[src/rtl/mio_pkg.sv]
// Shared definitions for the memory/IO bus controller: region codes,
// region base nibbles and FSM state encoding.
package mio_pkg;

  typedef enum logic [1:0] {
    REG_RAM     = 2'd0,
    REG_GPIO    = 2'd1,
    REG_COUNTER = 2'd2,
    REG_NONE    = 2'd3
  } region_e;

  localparam logic [3:0] BASE_RAM     = 4'h0;
  localparam logic [3:0] BASE_GPIO    = 4'hE;
  localparam logic [3:0] BASE_COUNTER = 4'hF;

  typedef enum logic [1:0] {
    ST_IDLE = 2'd0,
    ST_WAIT = 2'd1,
    ST_DONE = 2'd2
  } state_e;

  function automatic region_e decode_region(input logic [3:0] nib);
    region_e r;
    case (nib)
      BASE_RAM:     r = REG_RAM;
      BASE_GPIO:    r = REG_GPIO;
      BASE_COUNTER: r = REG_COUNTER;
      default:      r = REG_NONE;
    endcase
    return r;
  endfunction

endpackage

[src/rtl/mio_bus_if.sv]
// CPU-side load/store handshake between the CPU (master) and mio_bus (slave).
interface mio_bus_if;

  logic        CPU_MIO;
  logic        MemRW;
  logic [31:0] Addr_in;
  logic [31:0] Data_in;
  logic [31:0] Data_to_cpu;
  logic        MIO_ready;

  modport master (
    output CPU_MIO, MemRW, Addr_in, Data_in,
    input  Data_to_cpu, MIO_ready
  );

  modport slave (
    input  CPU_MIO, MemRW, Addr_in, Data_in,
    output Data_to_cpu, MIO_ready
  );

endinterface

[src/rtl/mio_counter.sv]
// Free-running 32-bit up-counter with synchronous load; load wins over increment.
module mio_counter (
  input  logic        clk,
  input  logic        rst_n,
  input  logic        load,
  input  logic [31:0] load_val,
  output logic [31:0] count
);

  logic [31:0] cnt_d, cnt_q;

  always_comb begin
    cnt_d = cnt_q + 32'd1;
    if (load) cnt_d = load_val;
  end

  always_ff @(posedge clk or negedge rst_n) begin
    if (!rst_n) cnt_q <= 32'd0;
    else        cnt_q <= cnt_d;
  end

  assign count = cnt_q;

endmodule

[src/rtl/mio_bus.sv]
// Memory/IO bus controller: decodes CPU addresses onto RAM, GPIO and counter,
// stalling the CPU for the duration of a RAM read.
//
// state | meaning
// IDLE  | accept request; writes and non-RAM reads complete this cycle
// WAIT  | RAM read in flight, counting down RAM_WAIT cycles
// DONE  | present latched RAM read data for one cycle
module mio_bus
  import mio_pkg::*;
#(
  parameter int RAM_WAIT = 1,
  parameter int RAM_AW   = 10
) (
  input  logic              clk,
  input  logic              rst,
  mio_bus_if.slave          cpu,
  output logic [RAM_AW-1:0] ram_addr,
  output logic              ram_we,
  output logic [31:0]       ram_din,
  input  logic [31:0]       ram_dout,
  input  logic [15:0]       switches,
  output logic [31:0]       gpio_out,
  output logic [31:0]       counter_out
);

  localparam logic [3:0] WAIT_INIT = 4'(RAM_WAIT - 1);

  state_e      state_d, state_q;
  logic [3:0]  wait_d, wait_q;
  logic [31:0] rd_d, rd_q;
  logic [31:0] gpio_d, gpio_q;
  logic        ready;
  logic [31:0] dout;
  logic        cnt_load;
  region_e     region;
  logic        unused_addr_bits;

  assign region           = decode_region(cpu.Addr_in[31:28]);
  assign ram_addr         = cpu.Addr_in[RAM_AW+1:2];
  assign ram_din          = cpu.Data_in;
  assign unused_addr_bits = ^{cpu.Addr_in[27:RAM_AW+2], cpu.Addr_in[1:0]};

  always_comb begin
    state_d  = state_q;
    wait_d   = wait_q;
    rd_d     = rd_q;
    gpio_d   = gpio_q;
    ready    = 1'b1;
    dout     = 32'd0;
    ram_we   = 1'b0;
    cnt_load = 1'b0;
    case (state_q)
      ST_IDLE: begin
        if (cpu.CPU_MIO) begin
          case (region)
            REG_RAM: begin
              if (cpu.MemRW) begin
                ram_we = 1'b1;
              end else begin
                ready   = 1'b0;
                wait_d  = WAIT_INIT;
                state_d = ST_WAIT;
              end
            end
            REG_GPIO: begin
              if (cpu.MemRW) gpio_d = cpu.Data_in;
              else           dout   = {16'h0, switches};
            end
            REG_COUNTER: begin
              if (cpu.MemRW) cnt_load = 1'b1;
              else           dout     = counter_out;
            end
            default: ;
          endcase
        end
      end
      ST_WAIT: begin
        ready = 1'b0;
        // A dropped request abandons the read; the read register keeps its old value.
        if (!cpu.CPU_MIO) begin
          state_d = ST_IDLE;
        end else if (wait_q == 4'd0) begin
          rd_d    = ram_dout;
          state_d = ST_DONE;
        end else begin
          wait_d = wait_q - 4'd1;
        end
      end
      ST_DONE: begin
        if (cpu.CPU_MIO) dout = rd_q;
        state_d = ST_IDLE;
      end
      default: state_d = ST_IDLE;
    endcase
  end

  always_ff @(posedge clk or negedge rst) begin
    if (!rst) begin
      state_q <= ST_IDLE;
      wait_q  <= 4'd0;
      rd_q    <= 32'd0;
      gpio_q  <= 32'd0;
    end else begin
      state_q <= state_d;
      wait_q  <= wait_d;
      rd_q    <= rd_d;
      gpio_q  <= gpio_d;
    end
  end

  mio_counter u_counter (
    .clk      (clk),
    .rst_n    (rst),
    .load     (cnt_load),
    .load_val (cpu.Data_in),
    .count    (counter_out)
  );

  assign gpio_out        = gpio_q;
  assign cpu.MIO_ready   = ready;
  assign cpu.Data_to_cpu = dout;

endmodule

[src/flat_wrapper.sv]
// flat-port wrapper written by rule: the top's interface ports become plain ports
module mio_bus_flat import mio_pkg::*;
#(
  parameter int RAM_WAIT = 1,
  parameter int RAM_AW   = 10
)
  (clk, rst, ram_addr, ram_we, ram_din, ram_dout, switches, gpio_out, counter_out, cpu_CPU_MIO, cpu_MemRW, cpu_Addr_in, cpu_Data_in, cpu_Data_to_cpu, cpu_MIO_ready);
  mio_bus_if cpu_i ();
  input  logic clk;
  input  logic rst;
  output logic [RAM_AW-1:0] ram_addr;
  output logic ram_we;
  output logic [31:0] ram_din;
  input  logic [31:0] ram_dout;
  input  logic [15:0] switches;
  output logic [31:0] gpio_out;
  output logic [31:0] counter_out;
  input wire logic [$bits(cpu_i.CPU_MIO)-1:0] cpu_CPU_MIO;
  input wire logic [$bits(cpu_i.MemRW)-1:0] cpu_MemRW;
  input wire logic [$bits(cpu_i.Addr_in)-1:0] cpu_Addr_in;
  input wire logic [$bits(cpu_i.Data_in)-1:0] cpu_Data_in;
  output wire logic [$bits(cpu_i.Data_to_cpu)-1:0] cpu_Data_to_cpu;
  output wire logic [$bits(cpu_i.MIO_ready)-1:0] cpu_MIO_ready;
  assign cpu_i.CPU_MIO = cpu_CPU_MIO;
  assign cpu_i.MemRW = cpu_MemRW;
  assign cpu_i.Addr_in = cpu_Addr_in;
  assign cpu_i.Data_in = cpu_Data_in;
  assign cpu_Data_to_cpu = cpu_i.Data_to_cpu;
  assign cpu_MIO_ready = cpu_i.MIO_ready;
  mio_bus #(.RAM_WAIT(RAM_WAIT), .RAM_AW(RAM_AW)) u_core (.clk(clk), .rst(rst), .cpu(cpu_i), .ram_addr(ram_addr), .ram_we(ram_we), .ram_din(ram_din), .ram_dout(ram_dout), .switches(switches), .gpio_out(gpio_out), .counter_out(counter_out));
endmodule
[config.mk]
export PLATFORM = sky130hd
export DESIGN_NAME = mio_bus_flat
export DESIGN_NICKNAME = d
export VERILOG_FILES = /design/src/rtl/mio_pkg.sv /design/src/rtl/mio_bus_if.sv /design/src/rtl/mio_counter.sv /design/src/rtl/mio_bus.sv /design/src/flat_wrapper.sv
export SDC_FILE = /design/constraint.sdc
export NUM_CORES = 1
export LEC_CHECK = 0
export ABC_CLOCK_PERIOD_IN_PS = 2140
export BUFFER_PORTS_ARGS = -buffer_cell sky130_fd_sc_hd__buf_2
export CAP_MARGIN = 40
export CORE_ASPECT_RATIO = 1.25
export CORE_MARGIN = 5
export CORE_UTILIZATION = 42
export DETAILED_ROUTE_END_ITERATION = 10
export PLACE_DENSITY = 0.76
export SLEW_MARGIN = 20
export SYNTH_ARGS = -nofsm -noshare
export SYNTH_HDL_FRONTEND = slang
export SYNTH_SLANG_ARGS = --single-unit
[constraint.sdc]
create_clock -name clk -period 2.14 [get_ports clk]
set_input_delay 0.214 -clock clk [delete_from_list [all_inputs] [get_ports clk]]
set_output_delay 0.214 -clock clk [all_outputs]
set_load 0.1 [all_outputs]
==> results <==
- The minimum clock period is 2250 ps.
- The number of levels the H-tree was split into is 3.
- The number of hold-slack violations in the final timing report is 0.
- After the first detailed-routing iteration, the DRC count stood at 333.
- In the post-synthesis netlist, the biggest area contributors are dfrtp_1, mux2_2, buf_4.
- The initial antenna violation count is 0.
- The library cell used most frequently in the layout, excluding fill and tap cells, is buf_2.
- The pre-CTS setup slack is -80.29 ps.
- Summing the areas of all compound-gate instances in the mapped netlist gives 11.11% of the synthesized area.
- STA puts the critical path data required time at 1930 ps.
- The number of I/O port buffers is about 220.
- The worst setup path is launched from a primary input.
- The final cell utilization of the core is between 60% and 70%.
- The detailed-routing iteration count for the pre-antenna-repair pass is 8.
- The final reports fail on negative setup slack.
- The standby leakage power is roughly 3.5 nW.
- The number of design rule violations left after detail routing is 0.
- The max-cap violation count is 0.
- At the end of the flow, the number of nets in the layout was 835.
- The largest family of logic cells by synthesized area is simple AND/OR/NAND/NOR gates.
- Together, buffers and inverters on the worst path number 4.
- At the pin with the least slew margin, the transition time is between 600 and 700 ps.
- Setup repair after global routing could not meet its margin everywhere.
- The root buffer cell is clkbuf_16.
- For this run the aggregate overflow at the end of global routing stands at 0.
- Of the available clock period, the critical path in the final layout requires 105.1%.
- The critical hold path startpoint is cpu_Data_in[1].
- The longest individual stage delay on the worst path is 490 ps.
- For this run, the leading register cell type out of synthesis is dfrtp_1.
- Yosys mapped a number of flops with a built-in enable equal to 0.
- The maximum clock frequency is 0.4444 GHz.
- The filler cells instantiated in the layout total ~1100.
- The instance count on the critical path is 10.
- Counting every net in the synthesized netlist gives 630.
- The slowest cell on the critical path is a222oi_1.
- The post-synthesis share of cell area spent on full adders, half adders and majority gates is 1.392%.
- The register-to-register setup slack is 40 ps.
- The number of buffers between clock root and the deepest sink is 2.
- The routed wire length per instance is 20.30 µm.
- The number of different library cells used by synthesis comes to 42.
- The signal on the critical path passes through buf_6 -> nand4_1 -> ha_4 -> nor4_4 -> and2_4 -> buf_12 -> buf_12 -> a222oi_1 -> nor2_4 -> buf_12.
- The number of clock buffers added by TritonCTS is 9.
- The number of clock sinks seen by CTS is 102.
- After layout, the worst setup slack is -110.2 ps.
- The weighted congestion reported at the end of routability-driven placement is 0.8840.
- The number of pins exceeding their max-slew limit in the final report was 0.
- The number of cell rows is 46.
- The termination of the worst setup path is cpu_Data_to_cpu[7].
- The largest fanout on the critical path is 8.
- The clock-pin transition on the worst setup and hold timing paths is 70 ps.
- Wires add up to 17.99 mm.
- The share of final-layout standard cells stronger than drive strength 1 is 58.64%.
- Yosys printed 0 warnings.
- Of all flip-flops after synthesis, the portion carrying an async set or reset was 100.0%.
- The sequential fraction of the synthesis area is 47.32%.
- The number of global-route vias before repair came to ~5200.
- The die area is around 15000 µm².
- The worst pin sits at a relative slew slack of between 50% and 60%.
- The floorplan step set the die height to between 100 and 150 µm.
- STA classifies the critical path endpoint as an output pin.
- At the worst endpoint, the arrival time is 2040 ps.
- The wire length of the first global-routing pass is 27.48 mm.
- In this design, the critical path's most frequently occurring cell is buf_12.
- Across all layers, the routed design uses 4950 vias.
- The clock latency of the later-clocked register in the worst-skew pair is 350 ps.
- Among cell families on the critical path, the largest total delay comes from buffers and inverters.
- Multiplexer cells account for 13.36% of the synthesized area.
- Entering global routing, the biggest net connects 51 pins.
- The mean post-synth cell area is around 11 µm².
- The run finished, with violations left.
- The launching element of the worst setup path is cpu_Addr_in[30].
- TritonCTS built the clock tree.
- After Yosys synthesis, and, or, nand and nor cells account for 15.59% of the synthesized area.
- The instance count of the mapped netlist is 508.
- The class of the tightest hold or removal check is primary input to flip-flop.
- In this run the cell area of the synthesized design comes to ~5400 µm².
- The most area-hungry cell type in the Yosys netlist is dfrtp_1.
- Global routing used approximately 23% of the available tracks across all layers.
- Power spread over the standard cell area amounts to ~1100 nW/µm².
- The worst-case IR drop observed on VDD is ~0.96 mV.
- The final-report setup violation count is 29.
- In this run the standard cell core region covers 12660 µm².
- The critical path is of the primary input to output pin type.
- Counting cells, the worst reg-to-reg path comes to 5.
- The starting utilization of the core area is 42.60%.
- The detail route stage leaves a number of antenna-violating nets equal to 0.
- The HPWL reported at the end of detailed placement is 13.40 mm.
- Compared with the post-synthesis result, the final layout area differs by 47.78%.
- The number of antenna diodes in the final layout is 0.
- The via density per instance is 5.587.
- The proportion of netlist area held by the largest area contributor is 47.32%.
- 256 I/O pins were placed.
- The clock arrives with 10.29 ps of skew.
- The worst register-to-register path begins at u_core.u_counter.count[5]$_DFF_PN0_.
- The capture point of the worst reg-to-reg path is u_core.u_counter.count[28]$_DFF_PN0_.
- Summing the areas of all xor and xnor instances in the mapped netlist gives 2.598% of the synthesized area.
- In this run the horizontal extent of the chip is 111.4 µm.
- In the layout the commonest cells are buf_2, dfrtp_1, mux2_2.
- The number of register bits inferred by synthesis is 102.
[power by group]
| part | internal [mW] | switching, mW | total [mW] |
|---|---|---|---|
| clock | 0.805 | 0.761 | 1.57 |
| combinational | 0.911 | 3.51 | 4.42 |
| sequential | 2.51 | 0.548 | 3.06 |
| total | 4.23 | 4.82 | 9.05 |
[metrics by stage]
stage | cells | setup TNS, ps | area [µm²] | hold WS (ps) | power, mW
after floorplan | 508 | -70.99 | 5746 | -81.59 | 6.552
after global placement | 865 | -1543 | 7512 | 290.9 | 7.363
after detailed placement | 865 | -1489 | 7512 | 289.4 | 7.474
after CTS | 886 | -2205 | 7879 | 85.04 | 9.075
after global routing | 886 | -3971 | 7971 | 95.37 | 9.398
final | 886 | -1562 | 7971 | 90.04 | 9.050
[state kept, by name (all words and copies together), names as in the netlist]
signal,cells
u_core.wait_q,4
u_core.gpio_out,32
u_core.rd_q,32
u_core.state_q,2
u_core.u_counter.count,32
[layout make-up]
class / count / area [µm²] / share of cell area [%]
flip-flops and latches: 102 / 2613 / 32.77
inverters: 8 / 30.03 / 0.3767
clock buffers: 9 / 225.2 / 2.825
well taps: 168 / 210.2 / 2.637
clock inverters: 7 / 52.55 / 0.6592
multi-input cells: 327 / 2720 / 34.12
repair buffers: 265 / 2121 / 26.60
[what timing repair did]
| action | 4_1_cts | 5_1_grt |
|---|---|---|
| pin swaps | 6 | 8 |
| cloned | 0 | 2 |
| hold buffers | 1 | 0 |
| buffers inserted | 4 | 0 |
| endpoints found under the setup margin | 32 | 51 |
| hold endpoints to repair | 48 | 0 |
| resized for setup | 12 | 11 |
[cell usage after synthesis (2+ instances only)]
master,number
a21oi_1,3
nand3_1,11
buf_1,3
buf_4,42
and2_1,6
xnor2_1,11
ha_1,6
o31ai_1,11
clkbuf_1,22
and3_1,3
or4_1,12
nor2_1,39
a22oi_1,15
xor2_1,5
a31oi_1,16
or3_1,7
dfrtp_1,102
nor3_1,3
inv_1,8
buf_2,3
o21ai_0,18
mux2_2,64
a222oi_1,16
nor2b_1,22
o211ai_1,2
nand2_1,32
nand4_1,9
nor4bb_1,2
nor4_1,2
[kinds of logic after synthesis]
group / Yosys count
AND/OR/NAND/NOR: 157
flip-flops: 102
AO/OA/AOI/OAI: 84
buffers and inverters: 79
multiplexers: 64
XOR/XNOR: 16
adder cells (fa/ha/maj): 6
[how the worst min path moves through the flow]
stage / end / cells past startpoint / slack, ps
final: u_core.u_counter.count[1]$_DFF_PN0_ / 3 / 90
after global routing: u_core.rd_q[7]$_DFFE_PN0P_ / 2 / 100
after CTS: u_core.u_counter.count[1]$_DFF_PN0_ / 3 / 90
after detailed placement: u_core.u_counter.count[0]$_DFF_PN0_ / 1 / 290
after global placement: u_core.u_counter.count[16]$_DFF_PN0_ / 1 / 290
after floorplan: u_core.gpio_out[0]$_DFFE_PN0P_ / 0 / -80
[layer usage]
metal  share of wire, %  track usage (%)
met5                  0                0
met4                3.6            10.34
met3                6.5            4.025
met2                 53            40.91
met1                 37            26.53
[worst min-delay path, stage by stage]
cell and delay, ps:
buf_2 100, nand2_1 50, nand2_1 40
(Power assumes the default switching activity.)
